==> config.mk <==
export PLATFORM = sky130hd
export DESIGN_NAME = me_move_sched
export DESIGN_NICKNAME = d
export VERILOG_FILES = /design/src/rtl/me_move_sched.sv
export SDC_FILE = /design/constraint.sdc
export NUM_CORES = 1
export LEC_CHECK = 0
export CAP_MARGIN = 40
export CORE_UTILIZATION = 28
export DETAILED_ROUTE_END_ITERATION = 16
export HOLD_SLACK_MARGIN = 0.03
export PLACE_DENSITY = 0.39
export SLEW_MARGIN = 30
export SYNTH_ARGS = -nofsm -noshare
export SYNTH_HDL_FRONTEND = slang
export SYNTH_SLANG_ARGS = --single-unit
==> constraint.sdc <==
create_clock -name clk_run -period 2.2 [get_ports clk_run]
set_input_delay 0.44 -clock clk_run [delete_from_list [all_inputs] [get_ports clk_run]]
set_output_delay 0.44 -clock clk_run [all_outputs]
set_load 0.005 [all_outputs]
==> src/rtl/me_move_sched.sv <==
// Keypad-driven craft move scheduler: synchronizes and debounces four direction keys,
// then issues evenly spaced step pulses with round-robin direction arbitration.
module me_move_sched #(
    parameter int DEB_CYC  = 16,
    parameter int STEP_DIV = 4
) (
    input  logic       clk_run,
    input  logic       rst,
    input  logic       en_i,
    input  logic       key_up_i,
    input  logic       key_down_i,
    input  logic       key_left_i,
    input  logic       key_right_i,
    output logic       move_en_o,
    output logic [1:0] direct_o,
    output logic       moving_o
);

    localparam logic [0:0] ST_IDLE = 1'b0;
    localparam logic [0:0] ST_RUN  = 1'b1;

    localparam logic [7:0] DEB_LAST  = 8'(DEB_CYC - 1);
    localparam logic [7:0] STEP_LAST = 8'(STEP_DIV - 1);

    logic [3:0]      w_keyRaw;
    logic [3:0]      r_sync1;
    logic [3:0]      r_sync2;
    logic [3:0]      r_deb;
    logic [3:0][7:0] r_debCnt;

    logic [3:0]      w_lvl;
    logic [3:0]      w_req;
    logic            w_reqAny;

    logic [0:0]      r_state;
    logic [0:0]      w_stateNext;
    logic [7:0]      r_stepCnt;
    logic            w_pulse;

    logic [1:0]      r_ptr;
    logic [1:0]      w_grant;
    logic [1:0]      w_idx;
    logic            w_found;

    // Bit order matches the request vector: 0=UP, 1=DOWN, 2=LEFT, 3=RIGHT.
    assign w_keyRaw = {key_right_i, key_left_i, key_down_i, key_up_i};

    always_ff @(posedge clk_run or posedge rst) begin
        if (rst) begin
            r_sync1 <= '0;
            r_sync2 <= '0;
        end else begin
            r_sync1 <= w_keyRaw;
            r_sync2 <= r_sync1;
        end
    end

    // A new level must persist DEB_CYC consecutive cycles before it is accepted.
    always_ff @(posedge clk_run or posedge rst) begin
        if (rst) begin
            r_deb    <= '0;
            r_debCnt <= '0;
        end else begin
            for (int k = 0; k < 4; k++) begin
                if (r_sync2[k] == r_deb[k]) begin
                    r_debCnt[k] <= '0;
                end else if (r_debCnt[k] == DEB_LAST) begin
                    r_deb[k]    <= r_sync2[k];
                    r_debCnt[k] <= '0;
                end else begin
                    r_debCnt[k] <= r_debCnt[k] + 8'd1;
                end
            end
        end
    end

    // Opposing keys held together cancel each other out.
    assign w_lvl    = r_deb & {4{en_i}};
    assign w_req[0] = w_lvl[0] & ~w_lvl[1];
    assign w_req[1] = w_lvl[1] & ~w_lvl[0];
    assign w_req[2] = w_lvl[2] & ~w_lvl[3];
    assign w_req[3] = w_lvl[3] & ~w_lvl[2];
    assign w_reqAny = |w_req;

    always_comb begin
        w_stateNext = r_state;
        case (r_state)
            ST_IDLE: if (w_reqAny)  w_stateNext = ST_RUN;
            ST_RUN:  if (!w_reqAny) w_stateNext = ST_IDLE;
            default: w_stateNext = ST_IDLE;
        endcase
    end

    assign w_pulse = (r_state == ST_RUN) && (r_stepCnt == STEP_LAST) && w_reqAny;

    always_ff @(posedge clk_run or posedge rst) begin
        if (rst) begin
            r_state   <= ST_IDLE;
            r_stepCnt <= '0;
            moving_o  <= 1'b0;
            move_en_o <= 1'b0;
        end else begin
            r_state   <= w_stateNext;
            moving_o  <= (w_stateNext == ST_RUN);
            move_en_o <= w_pulse;
            if (r_state != ST_RUN || r_stepCnt == STEP_LAST) begin
                r_stepCnt <= '0;
            end else begin
                r_stepCnt <= r_stepCnt + 8'd1;
            end
        end
    end

    // Search starts just past the last grant so two held keys alternate.
    always_comb begin
        w_grant = r_ptr;
        w_found = 1'b0;
        w_idx   = r_ptr;
        for (int i = 1; i <= 4; i++) begin
            w_idx = r_ptr + 2'(i);
            if (!w_found && w_req[w_idx]) begin
                w_grant = w_idx;
                w_found = 1'b1;
            end
        end
    end

    always_ff @(posedge clk_run or posedge rst) begin
        if (rst) begin
            r_ptr    <= 2'd3;
            direct_o <= 2'b00;
        end else if (w_pulse) begin
            r_ptr    <= w_grant;
            direct_o <= w_grant;
        end
    end

endmodule

==> flow_summary.html, run 1 <==
<table>
<tr><th>Metric</th><th>Value</th></tr>
<tr><th colspan="2">Run status</th></tr>
<tr><td>Result of the run</td><td>complete, no violations</td></tr>
<tr><th colspan="2">Clocking</th></tr>
<tr><td>TritonCTS clock tree</td><td>done</td></tr>
<tr><td>Clock root buffer</td><td>sky130_fd_sc_hd__clkbuf_8</td></tr>
<tr><td>Post-CTS Hold Fix Bufs</td><td>0</td></tr>
<tr><td>CTS H-tree depth</td><td>3</td></tr>
<tr><td>Clock insertion delay at the later pin of the skew report</td><td>340 ps</td></tr>
<tr><td>Post-CTS Resized</td><td>0</td></tr>
<tr><td>Number of sinks on the clock net</td><td>58</td></tr>
<tr><td>CTS clk-pin slew, worst paths</td><td>70 ps</td></tr>
<tr><td>Clock Path Buffers</td><td>2</td></tr>
<tr><td>Cts bufs inserted</td><td>9</td></tr>
<tr><td>Buffer count from post-CTS setup fixing</td><td>0</td></tr>
<tr><th colspan="2">Timing</th></tr>
<tr><td>Share of the clock period used by the worst path after layout</td><td>0.805</td></tr>
<tr><td>Setup repair after global routing missed its margin</td><td>no</td></tr>
<tr><td>Headroom to the max-slew limit</td><td>0.581</td></tr>
<tr><td>Worst-case clock skew</td><td>12.0 ps</td></tr>
<tr><td>Final Hold Viols</td><td>0</td></tr>
<tr><td>Endpoints failing setup</td><td>0</td></tr>
<tr><td>Post-layout min period</td><td>1770 ps</td></tr>
<tr><td>Sum of negative setup slack</td><td>0 ps</td></tr>
<tr><td>Slew at the pin closest to its max-slew limit</td><td>623 ps</td></tr>
<tr><td>Highest clock frequency the design can meet</td><td>0.565 GHz</td></tr>
<tr><td>Number of pins with negative max-slew slack in the final report</td><td>0</td></tr>
<tr><th colspan="2">Critical path</th></tr>
<tr><td>Sort of element at the end of the critical path</td><td>flop</td></tr>
<tr><td>Top fanout value on the critical path</td><td>4</td></tr>
<tr><td>Data required time at the worst endpoint</td><td>2430 ps</td></tr>
<tr><td>Startpoint type of the worst setup path</td><td>input pin</td></tr>
<tr><td>Worst endpoint data arrival time</td><td>2000 ps</td></tr>
<tr><td>Worst Setup Path Type</td><td>input pin to flop</td></tr>
<tr><td>Setup slack of the worst register-to-register path</td><td>580 ps</td></tr>
<tr><th colspan="2">Detailed routing</th></tr>
<tr><td>Remaining routing DRC violations</td><td>0</td></tr>
<tr><td>DRC violation total after the first TritonRoute iteration</td><td>46</td></tr>
<tr><td>Average via count per standard cell</td><td>4.59</td></tr>
<tr><td>Routed length per instance</td><td>12.3 um</td></tr>
<tr><td>Final ANT Viol Nets</td><td>0</td></tr>
<tr><td>Length of the first detailed-routing pass in iterations</td><td>4</td></tr>
<tr><td>Total number of vias</td><td>1748</td></tr>
<tr><td>Final wirelength</td><td>4670 um</td></tr>
<tr><th colspan="2">Yosys</th></tr>
<tr><td>Post-synthesis area per instance</td><td>10.7 sq um</td></tr>
<tr><td>Synthesized netlist net count</td><td>261</td></tr>
<tr><td>Count of mapped cells out of synthesis</td><td>245</td></tr>
<tr><td>Fraction of registers with async set/reset</td><td>1.00</td></tr>
<tr><td>Ranking of synthesized cells by area</td><td>sky130_fd_sc_hd__dfrtp_1 54%, sky130_fd_sc_hd__xnor2_1 5.4%, sky130_fd_sc_hd__nor2_1 4.6%</td></tr>
<tr><td>Cell taking the most area after synthesis</td><td>sky130_fd_sc_hd__dfrtp_1</td></tr>
<tr><td>Synthesized-area fraction occupied by ao, oa, aoi and oai cells</td><td>0.0560</td></tr>
<tr><td>Post-synthesis share of cell area spent on xor and xnor gates</td><td>0.0736</td></tr>
<tr><td>Combinational family with the most area after synthesis</td><td>simple AND/OR/NAND/NOR gates</td></tr>
<tr><td>Flop and latch count out of synthesis</td><td>58</td></tr>
<tr><td>Post-synthesis mux area share</td><td>0.0172</td></tr>
<tr><td>Unique masters post-synth</td><td>32</td></tr>
<tr><td>Post-Synth Simple-Gate Area</td><td>0.237</td></tr>
<tr><td>Combined area of all synthesized cells</td><td>2620 sq um</td></tr>
<tr><td>Fraction of post-synthesis cell area in the top cell type by area</td><td>0.536</td></tr>
<tr><td>Area share of fa/ha/maj cells after synthesis</td><td>0.0430</td></tr>
<tr><td>Post-synth EDFFs</td><td>0</td></tr>
<tr><td>Share of synthesized area occupied by flip-flops and latches</td><td>0.556</td></tr>
<tr><td>Main synth FF type</td><td>sky130_fd_sc_hd__dfrtp_1</td></tr>
<tr><td>Count of synthesis-stage warnings from yosys</td><td>0</td></tr>
<tr><th colspan="2">Finish</th></tr>
<tr><td>Area Overhead vs Synth</td><td>16.5%</td></tr>
<tr><td>Footprint of the multi-input gates</td><td>1120 sq um</td></tr>
<tr><td>Ratio of cells with drive above 1 in the final layout</td><td>0.114</td></tr>
<tr><td>Number of nets in the layout</td><td>284</td></tr>
<tr><td>N_diodes</td><td>0</td></tr>
<tr><td>Filler instances</td><td>877</td></tr>
<tr><td>Sequential standard cell area</td><td>1450 sq um</td></tr>
<tr><th colspan="2">Floorplanning</th></tr>
<tr><td>Std-Cell Rows</td><td>34</td></tr>
<tr><td>Die width</td><td>98.7 um</td></tr>
<tr><td>Initial core utilization</td><td>0.294</td></tr>
<tr><td>Chip Height</td><td>98.7 um</td></tr>
<tr><td>Die area</td><td>9730 sq um</td></tr>
<tr><td>Core Box Area</td><td>8890 sq um</td></tr>
<tr><td>I/O pin count</td><td>11</td></tr>
<tr><th colspan="2">Power</th></tr>
<tr><td>Psw</td><td>497 uW</td></tr>
<tr><td>Fraction of power consumed by combinational cells</td><td>0.044</td></tr>
<tr><td>P_leak</td><td>1.32 nW</td></tr>
<tr><td>Worst IR drop on VDD</td><td>0.000198 V</td></tr>
<tr><td>Pwr/cell area</td><td>677 nW/um^2</td></tr>
<tr><td>Clock network power share</td><td>0.417</td></tr>
<tr><td>Total power consumption of the routed design</td><td>2.06 mW</td></tr>
<tr><td>P_int</td><td>1.56 mW</td></tr>
<tr><td>Flop pwr share</td><td>0.539</td></tr>
<tr><td>Share of total power consumed by net switching</td><td>0.241</td></tr>
<tr><th colspan="2">Placement</th></tr>
<tr><td>Half-perimeter wire length after detailed placement</td><td>3080 um</td></tr>
<tr><td>Global placement routability congestion</td><td>0.737</td></tr>
<tr><td>Number of port buffers</td><td>10</td></tr>
<tr><th colspan="2">GRT</th></tr>
<tr><td>Via count of the first global-routing pass</td><td>1795</td></tr>
<tr><td>Number of antenna violations at the first check in global routing</td><td>0</td></tr>
<tr><td>Global-route wire length before repair</td><td>8330 um</td></tr>
<tr><td>Total GRT Usage</td><td>0.111</td></tr>
<tr><td>Grt total ovfl</td><td>0</td></tr>
<tr><td>Maximum number of pins on one net before global-route repair</td><td>47</td></tr>
<tr><th colspan="2">Job</th></tr>
<tr><td>Count of max-cap constraint violations</td><td>0</td></tr>
<tr><th colspan="2">Min path</th></tr>
<tr><td>Class of the worst hold path</td><td>flop to flop</td></tr>
</table>
-- registers in the layout (all words and copies together), names as in the netlist --
| name | cells |
|---|---|
| r_stepCnt | 8 |
| move_en_o | 1 |
| r_ptr | 2 |
| r_state | 1 |
| r_deb | 4 |
| direct_o | 2 |
| r_sync1 | 4 |
| r_sync2 | 4 |
| r_debCnt | 32 |
-- power by group through the flow --
stage	combinational (mW)	clock, mW	sequential, mW
floorplan	0.0597	0	1.13
finish	0.0903	0.861	1.11
global route	0.105	0.949	1.11
detailed placement	0.0928	0	1.13
CTS	0.0942	0.908	1.11
global placement	0.0953	0	1.13
-- final timing paths --
kind | from | to | cells past startpoint
worst max register to register | r_stepCnt[0] | direct_o[1] | 5
worst max-delay path | en_i | direct_o[1] | 7
min in group asynchronous | rst | r_debCnt[12] | 2
max in group asynchronous | rst | r_ptr[0] | 3
worst min-delay path | r_sync1[0] | r_sync2[0] | 0
worst min register to register | r_sync1[0] | r_sync2[0] | 0
-- layout make-up --
| cell class | instances | share of cell area |
|---|---|---|
| sequential | 58 | 0.477 |
| multi-input combinational | 177 | 0.367 |
| clock buffer | 11 | 0.0464 |
| timing repair buffer | 13 | 0.0444 |
| tap | 108 | 0.0444 |
| inverter | 9 | 0.0111 |
| clock inverter | 5 | 0.00986 |
-- Yosys cell counts (all sizes together), types with 5 or more instances --
master	n
nor2	32
nor4	5
dfrtp	56
nand4	6
xnor2	16
nor3	6
nand2	14
nand3	12
o21ai	6
ha	9
nand2b	8
xor2	6
inv	9
and2	8
a21oi	18
-- critical path, cell delays in order --
cell                              delay, ps
sky130_fd_sc_hd__clkdlybuf4s50_1        520
sky130_fd_sc_hd__nand2_1                 90
sky130_fd_sc_hd__ha_1                   290
sky130_fd_sc_hd__nand2_1                 90
sky130_fd_sc_hd__and4_1                 300
sky130_fd_sc_hd__o311a_2                220
sky130_fd_sc_hd__nor2_1                  50
-- metrics by stage --
stage	setup slack, ps	cell area [sq um]	hold WS [ps]	instances	util
floorplan	335	2620	331	245	-
finish	430	3050	353	381	0.343
CTS	409	3050	355	381	0.343
global route	356	3050	368	381	0.343
global placement	115	2880	334	365	0.323
detailed placement	78.9	2880	339	365	0.323
-- routing by layer --
| metal | vias up | GRT usage | share of wire |
|---|---|---|---|
| met3 | 6 | 0.0447 | 0.040 |
| met1 | 830 | 0.140 | 0.51 |
| met5 | - | 0 | 0 |
| met2 | 25 | 0.171 | 0.43 |
| li1 | 887 | - | - |
| met4 | 0 | 0.0459 | 0.014 |
-- cell families after synthesis --
kind of cell    count (synthesis)
xor+xnor                       22
fa+ha+maj                       9
compound gates                 27
simple gates                  115
flops                          58
mux                             4
buf+inv                        10
-- cell usage in the layout, fill, tap and decap left out, types with 3 or more instances in the layout --
master                             n
sky130_fd_sc_hd__nand3_1          12
sky130_fd_sc_hd__xnor2_1          16
sky130_fd_sc_hd__a21oi_1          18
sky130_fd_sc_hd__dfrtp_1          56
sky130_fd_sc_hd__o21ai_0           6
sky130_fd_sc_hd__or2b_1            3
sky130_fd_sc_hd__nor2b_1           4
sky130_fd_sc_hd__clkdlybuf4s50_1  10
sky130_fd_sc_hd__and3_1            3
sky130_fd_sc_hd__and2_1            8
sky130_fd_sc_hd__ha_1              9
sky130_fd_sc_hd__or3_1             4
sky130_fd_sc_hd__clkinv_2          3
sky130_fd_sc_hd__nor3_1            6
sky130_fd_sc_hd__nand2_1          14
sky130_fd_sc_hd__xor2_1            6
sky130_fd_sc_hd__nand3b_1          3
sky130_fd_sc_hd__nor4_1            3
sky130_fd_sc_hd__nand4_1           6
sky130_fd_sc_hd__nor2_1           32
sky130_fd_sc_hd__inv_1             8
sky130_fd_sc_hd__mux2_2            4
sky130_fd_sc_hd__clkbuf_8         10
sky130_fd_sc_hd__nand2b_1          8
Note: power is estimated with default switching activity, not from simulation.
==> run 2: changes to the inputs <==
==> constraint.sdc (replaced) <==
create_clock -name clk_run -period 1.82 [get_ports clk_run]
set_input_delay 0.364 -clock clk_run [delete_from_list [all_inputs] [get_ports clk_run]]
set_output_delay 0.364 -clock clk_run [all_outputs]
set_load 0.005 [all_outputs]
==> run 2 against run 1 <==
Effect of this change: global-route usage grew 0.38 points; largest cell class unchanged; routed wire length grew 2.7%; sequential share of layout area shrank 2.0 points; sequential cell count is the same; highest routed layer unchanged; combinational power grew 30%; clock power grew 53%; clock-buffer cell count grew 2; via count grew 0.97%.
==> flow_summary.html, run 2 (synthesis gave the netlist of run 1 again) <==
<table>
<tr><th>Metric</th><th>Value</th></tr>
<tr><th colspan="2">Clocking</th></tr>
<tr><td>Clock Path Buffers</td><td>2 (unchanged)</td></tr>
<tr><td>TritonCTS clock tree</td><td>done (unchanged)</td></tr>
<tr><td>CTS clk-pin slew, worst paths</td><td>60 ps (was 70 ps)</td></tr>
<tr><td>Post-CTS Hold Fix Bufs</td><td>0 (unchanged)</td></tr>
<tr><td>Number of sinks on the clock net</td><td>58 (unchanged)</td></tr>
<tr><td>Clock root buffer</td><td>sky130_fd_sc_hd__clkbuf_8 (unchanged)</td></tr>
<tr><td>Buffer count from post-CTS setup fixing</td><td>0 (unchanged)</td></tr>
<tr><td>Post-CTS Resized</td><td>0 (unchanged)</td></tr>
<tr><td>Cts bufs inserted</td><td>9 (unchanged)</td></tr>
<tr><td>CTS H-tree depth</td><td>3 (unchanged)</td></tr>
<tr><td>Clock insertion delay at the later pin of the skew report</td><td>330 ps (was 340 ps)</td></tr>
<tr><th colspan="2">Finish</th></tr>
<tr><td>Most frequent cells in the layout</td><td>56 x sky130_fd_sc_hd__dfrtp_1, 32 x sky130_fd_sc_hd__nor2_1, 18 x sky130_fd_sc_hd__a21oi_1 (unchanged)</td></tr>
<tr><td>N_diodes</td><td>0 (unchanged)</td></tr>
<tr><td>Ratio of cells with drive above 1 in the final layout</td><td>0.141 (was 0.114)</td></tr>
<tr><td>Share of the core filled with cells in the final layout</td><td>0.357 (was 0.343)</td></tr>
<tr><td>Footprint of the multi-input gates</td><td>1120 sq um (unchanged)</td></tr>
<tr><td>Area Overhead vs Synth</td><td>21.4% (was 16.5%)</td></tr>
<tr><td>Sequential standard cell area</td><td>1450 sq um (unchanged)</td></tr>
<tr><td>Number of standard cells in the layout, taps in and fillers out</td><td>391 (was 381)</td></tr>
<tr><td>Register containing the most flip-flops in the final layout</td><td>r_debCnt (unchanged)</td></tr>
<tr><td>Most frequent standard cell in the layout excluding fill and tap cells</td><td>sky130_fd_sc_hd__dfrtp_1 (unchanged)</td></tr>
<tr><td>Filler instances</td><td>903 (was 877)</td></tr>
<tr><td>Number of flip-flops under the largest register name</td><td>32 (unchanged)</td></tr>
<tr><td>Number of nets in the layout</td><td>295 (was 284)</td></tr>
<tr><td>Top Registers</td><td>r_debCnt: 32 flops, r_stepCnt: 8 flops (unchanged)</td></tr>
<tr><td>Fin area</td><td>3180 sq um (was 3050 sq um)</td></tr>
<tr><th colspan="2">Timing</th></tr>
<tr><td>Setup repair after global routing missed its margin</td><td>no (unchanged)</td></tr>
<tr><td>Sum of negative setup slack</td><td>0 ps (unchanged)</td></tr>
<tr><td>Post-layout worst setup margin</td><td>133 ps (was 430 ps)</td></tr>
<tr><td>Highest clock frequency the design can meet</td><td>0.593 GHz</td></tr>
<tr><td>Slew at the pin closest to its max-slew limit</td><td>529 ps (was 623 ps)</td></tr>
<tr><td>Headroom to the max-slew limit</td><td>0.644 (was 0.581)</td></tr>
<tr><td>Endpoints failing setup</td><td>0 (unchanged)</td></tr>
<tr><td>Number of pins with negative max-slew slack in the final report</td><td>0 (unchanged)</td></tr>
<tr><td>Share of the clock period used by the worst path after layout</td><td>0.927</td></tr>
<tr><td>Hold slack</td><td>348 ps (was 353 ps)</td></tr>
<tr><td>Post-layout min period</td><td>1690 ps</td></tr>
<tr><td>Final Hold Viols</td><td>0 (unchanged)</td></tr>
<tr><td>Worst-case clock skew</td><td>7.78 ps (was 12.0 ps)</td></tr>
<tr><th colspan="2">Power</th></tr>
<tr><td>Clock network power share</td><td>0.475 (was 0.417)</td></tr>
<tr><td>Pwr/cell area</td><td>876 nW/um^2 (was 677 nW/um^2)</td></tr>
<tr><td>P_int</td><td>2.21 mW (was 1.56 mW)</td></tr>
<tr><td>Share of total power consumed by net switching</td><td>0.205 (was 0.241)</td></tr>
<tr><td>Flop pwr share</td><td>0.483 (was 0.539)</td></tr>
<tr><td>Fraction of power consumed by combinational cells</td><td>0.042 (was 0.044)</td></tr>
<tr><td>Psw</td><td>569 uW (was 497 uW)</td></tr>
<tr><td>Total power consumption of the routed design</td><td>2.78 mW (was 2.06 mW)</td></tr>
<tr><td>P_leak</td><td>1.39 nW (was 1.32 nW)</td></tr>
<tr><td>Worst IR drop on VDD</td><td>0.000392 V (was 0.000198 V)</td></tr>
<tr><th colspan="2">Detailed routing</th></tr>
<tr><td>Average via count per standard cell</td><td>4.51 (was 4.59)</td></tr>
<tr><td>Highest metal layer used by the detailed router</td><td>met4 (unchanged)</td></tr>
<tr><td>Remaining routing DRC violations</td><td>0 (unchanged)</td></tr>
<tr><td>Total number of vias</td><td>1765 (was 1748)</td></tr>
<tr><td>Final wirelength</td><td>4790 um (was 4670 um)</td></tr>
<tr><td>Metal1 wirelength</td><td>2440 um (was 2390 um)</td></tr>
<tr><td>Wire length on met2</td><td>2110 um (was 2030 um)</td></tr>
<tr><td>Length of the first detailed-routing pass in iterations</td><td>4 (unchanged)</td></tr>
<tr><td>Final ANT Viol Nets</td><td>0 (unchanged)</td></tr>
<tr><td>DRC violation total after the first TritonRoute iteration</td><td>53 (was 46)</td></tr>
<tr><td>Wire length on met3</td><td>161 um (was 187 um)</td></tr>
<tr><td>Routed length per instance</td><td>12.3 um (about the same)</td></tr>
<tr><th colspan="2">Placement</th></tr>
<tr><td>Placed instance area</td><td>2960 sq um (was 2880 sq um)</td></tr>
<tr><td>Half-perimeter wire length after detailed placement</td><td>3220 um (was 3080 um)</td></tr>
<tr><td>Global placement routability congestion</td><td>0.694 (was 0.737)</td></tr>
<tr><td>Placed cell count</td><td>376 (was 365)</td></tr>
<tr><td>Number of port buffers</td><td>10 (unchanged)</td></tr>
<tr><td>Post-placement worst setup slack</td><td>-226 ps (was 78.9 ps)</td></tr>
<tr><th colspan="2">Critical path</th></tr>
<tr><td>Crit path cell chain</td><td>clkdlybuf4s50_1, nand2_1, ha_1, nand2_1, and4_1, o311a_2, nor2_1 (unchanged)</td></tr>
<tr><td>Worst endpoint data arrival time</td><td>1910 ps (was 2000 ps)</td></tr>
<tr><td>Biggest cell delay along the critical path</td><td>530 ps (was 520 ps)</td></tr>
<tr><td>Sort of element at the end of the critical path</td><td>flop (unchanged)</td></tr>
<tr><td>Critical path's most frequent cell</td><td>sky130_fd_sc_hd__nand2_1 (unchanged)</td></tr>
<tr><td>Worst Setup Path Type</td><td>input pin to flop (unchanged)</td></tr>
<tr><td>Top fanout value on the critical path</td><td>4 (unchanged)</td></tr>
<tr><td>Worst-path cell with the longest stage delay</td><td>sky130_fd_sc_hd__clkdlybuf4s50_1 (unchanged)</td></tr>
<tr><td>Data required time at the worst endpoint</td><td>2040 ps (was 2430 ps)</td></tr>
<tr><td>Startpoint type of the worst setup path</td><td>input pin (unchanged)</td></tr>
<tr><th colspan="2">Floorplanning</th></tr>
<tr><td>Die width</td><td>98.7 um (unchanged)</td></tr>
<tr><td>I/O pin count</td><td>11 (unchanged)</td></tr>
<tr><td>Die area</td><td>9730 sq um (unchanged)</td></tr>
<tr><td>Core Box Area</td><td>8890 sq um (unchanged)</td></tr>
<tr><td>Initial core utilization</td><td>0.294 (unchanged)</td></tr>
<tr><td>Chip Height</td><td>98.7 um (unchanged)</td></tr>
<tr><td>Std-Cell Rows</td><td>34 (unchanged)</td></tr>
<tr><th colspan="2">GRT</th></tr>
<tr><td>Grt total ovfl</td><td>0 (unchanged)</td></tr>
<tr><td>Via count of the first global-routing pass</td><td>1805 (was 1795)</td></tr>
<tr><td>Maximum number of pins on one net before global-route repair</td><td>38 (was 47)</td></tr>
<tr><td>Total GRT Usage</td><td>0.115 (was 0.111)</td></tr>
<tr><td>Global-route wire length before repair</td><td>8600 um (was 8330 um)</td></tr>
<tr><td>Number of antenna violations at the first check in global routing</td><td>0 (unchanged)</td></tr>
<tr><th colspan="2">Run status</th></tr>
<tr><td>Result of the run</td><td>complete, no violations (unchanged)</td></tr>
<tr><th colspan="2">Min path</th></tr>
<tr><td>Class of the worst hold path</td><td>flop to flop (unchanged)</td></tr>
<tr><th colspan="2">Job</th></tr>
<tr><td>Count of max-cap constraint violations</td><td>0 (unchanged)</td></tr>
</table>
## run 2: critical path, delay by kind of cell
kind / cells / cell delay [ps]
AND/OR/NAND/NOR: 4 / 520
adder cells (fa/ha/maj): 1 / 290
buffers and inverters: 1 / 530
AO/OA/AOI/OAI: 1 / 210
## run 2: layout make-up
class / count / area share
sequential: 58 / 0.458
multi-input combinational: 177 / 0.352
clock inverter: 2 / 0.0189
tap: 108 / 0.0425
clock buffer: 13 / 0.0500
timing repair buffer: 24 / 0.0685
inverter: 9 / 0.0106
## run 2: power by group through the flow
stage / registers, mW / clock network (mW) / logic [mW]
global route: 1.35 / 1.44 / 0.137
detailed placement: 1.37 / 0 / 0.121
global placement: 1.37 / 0 / 0.122
finish: 1.34 / 1.32 / 0.117
CTS: 1.34 / 1.38 / 0.123
floorplan: 1.36 / 0 / 0.0721
## run 2: path summary, 6_finish.rpt
path,startpoint,endpoint,slack [ps],depth (start not counted)
max reg2reg,r_stepCnt[1],direct_o[1],240,5
max,en_i,direct_o[1],130,7
min,r_sync1[2],r_sync2[2],350,0
max in group asynchronous,rst,r_sync1[1],1160,3
min reg2reg,r_sync1[2],r_sync2[2],350,0
min in group asynchronous,rst,r_debCnt[27],390,3
## run 2: per-layer routing
layer  up-vias  GRT usage
li1        905          -
met3         8     0.0447
met2        21      0.172
met5         -          0
met1       831      0.149
met4         0     0.0482
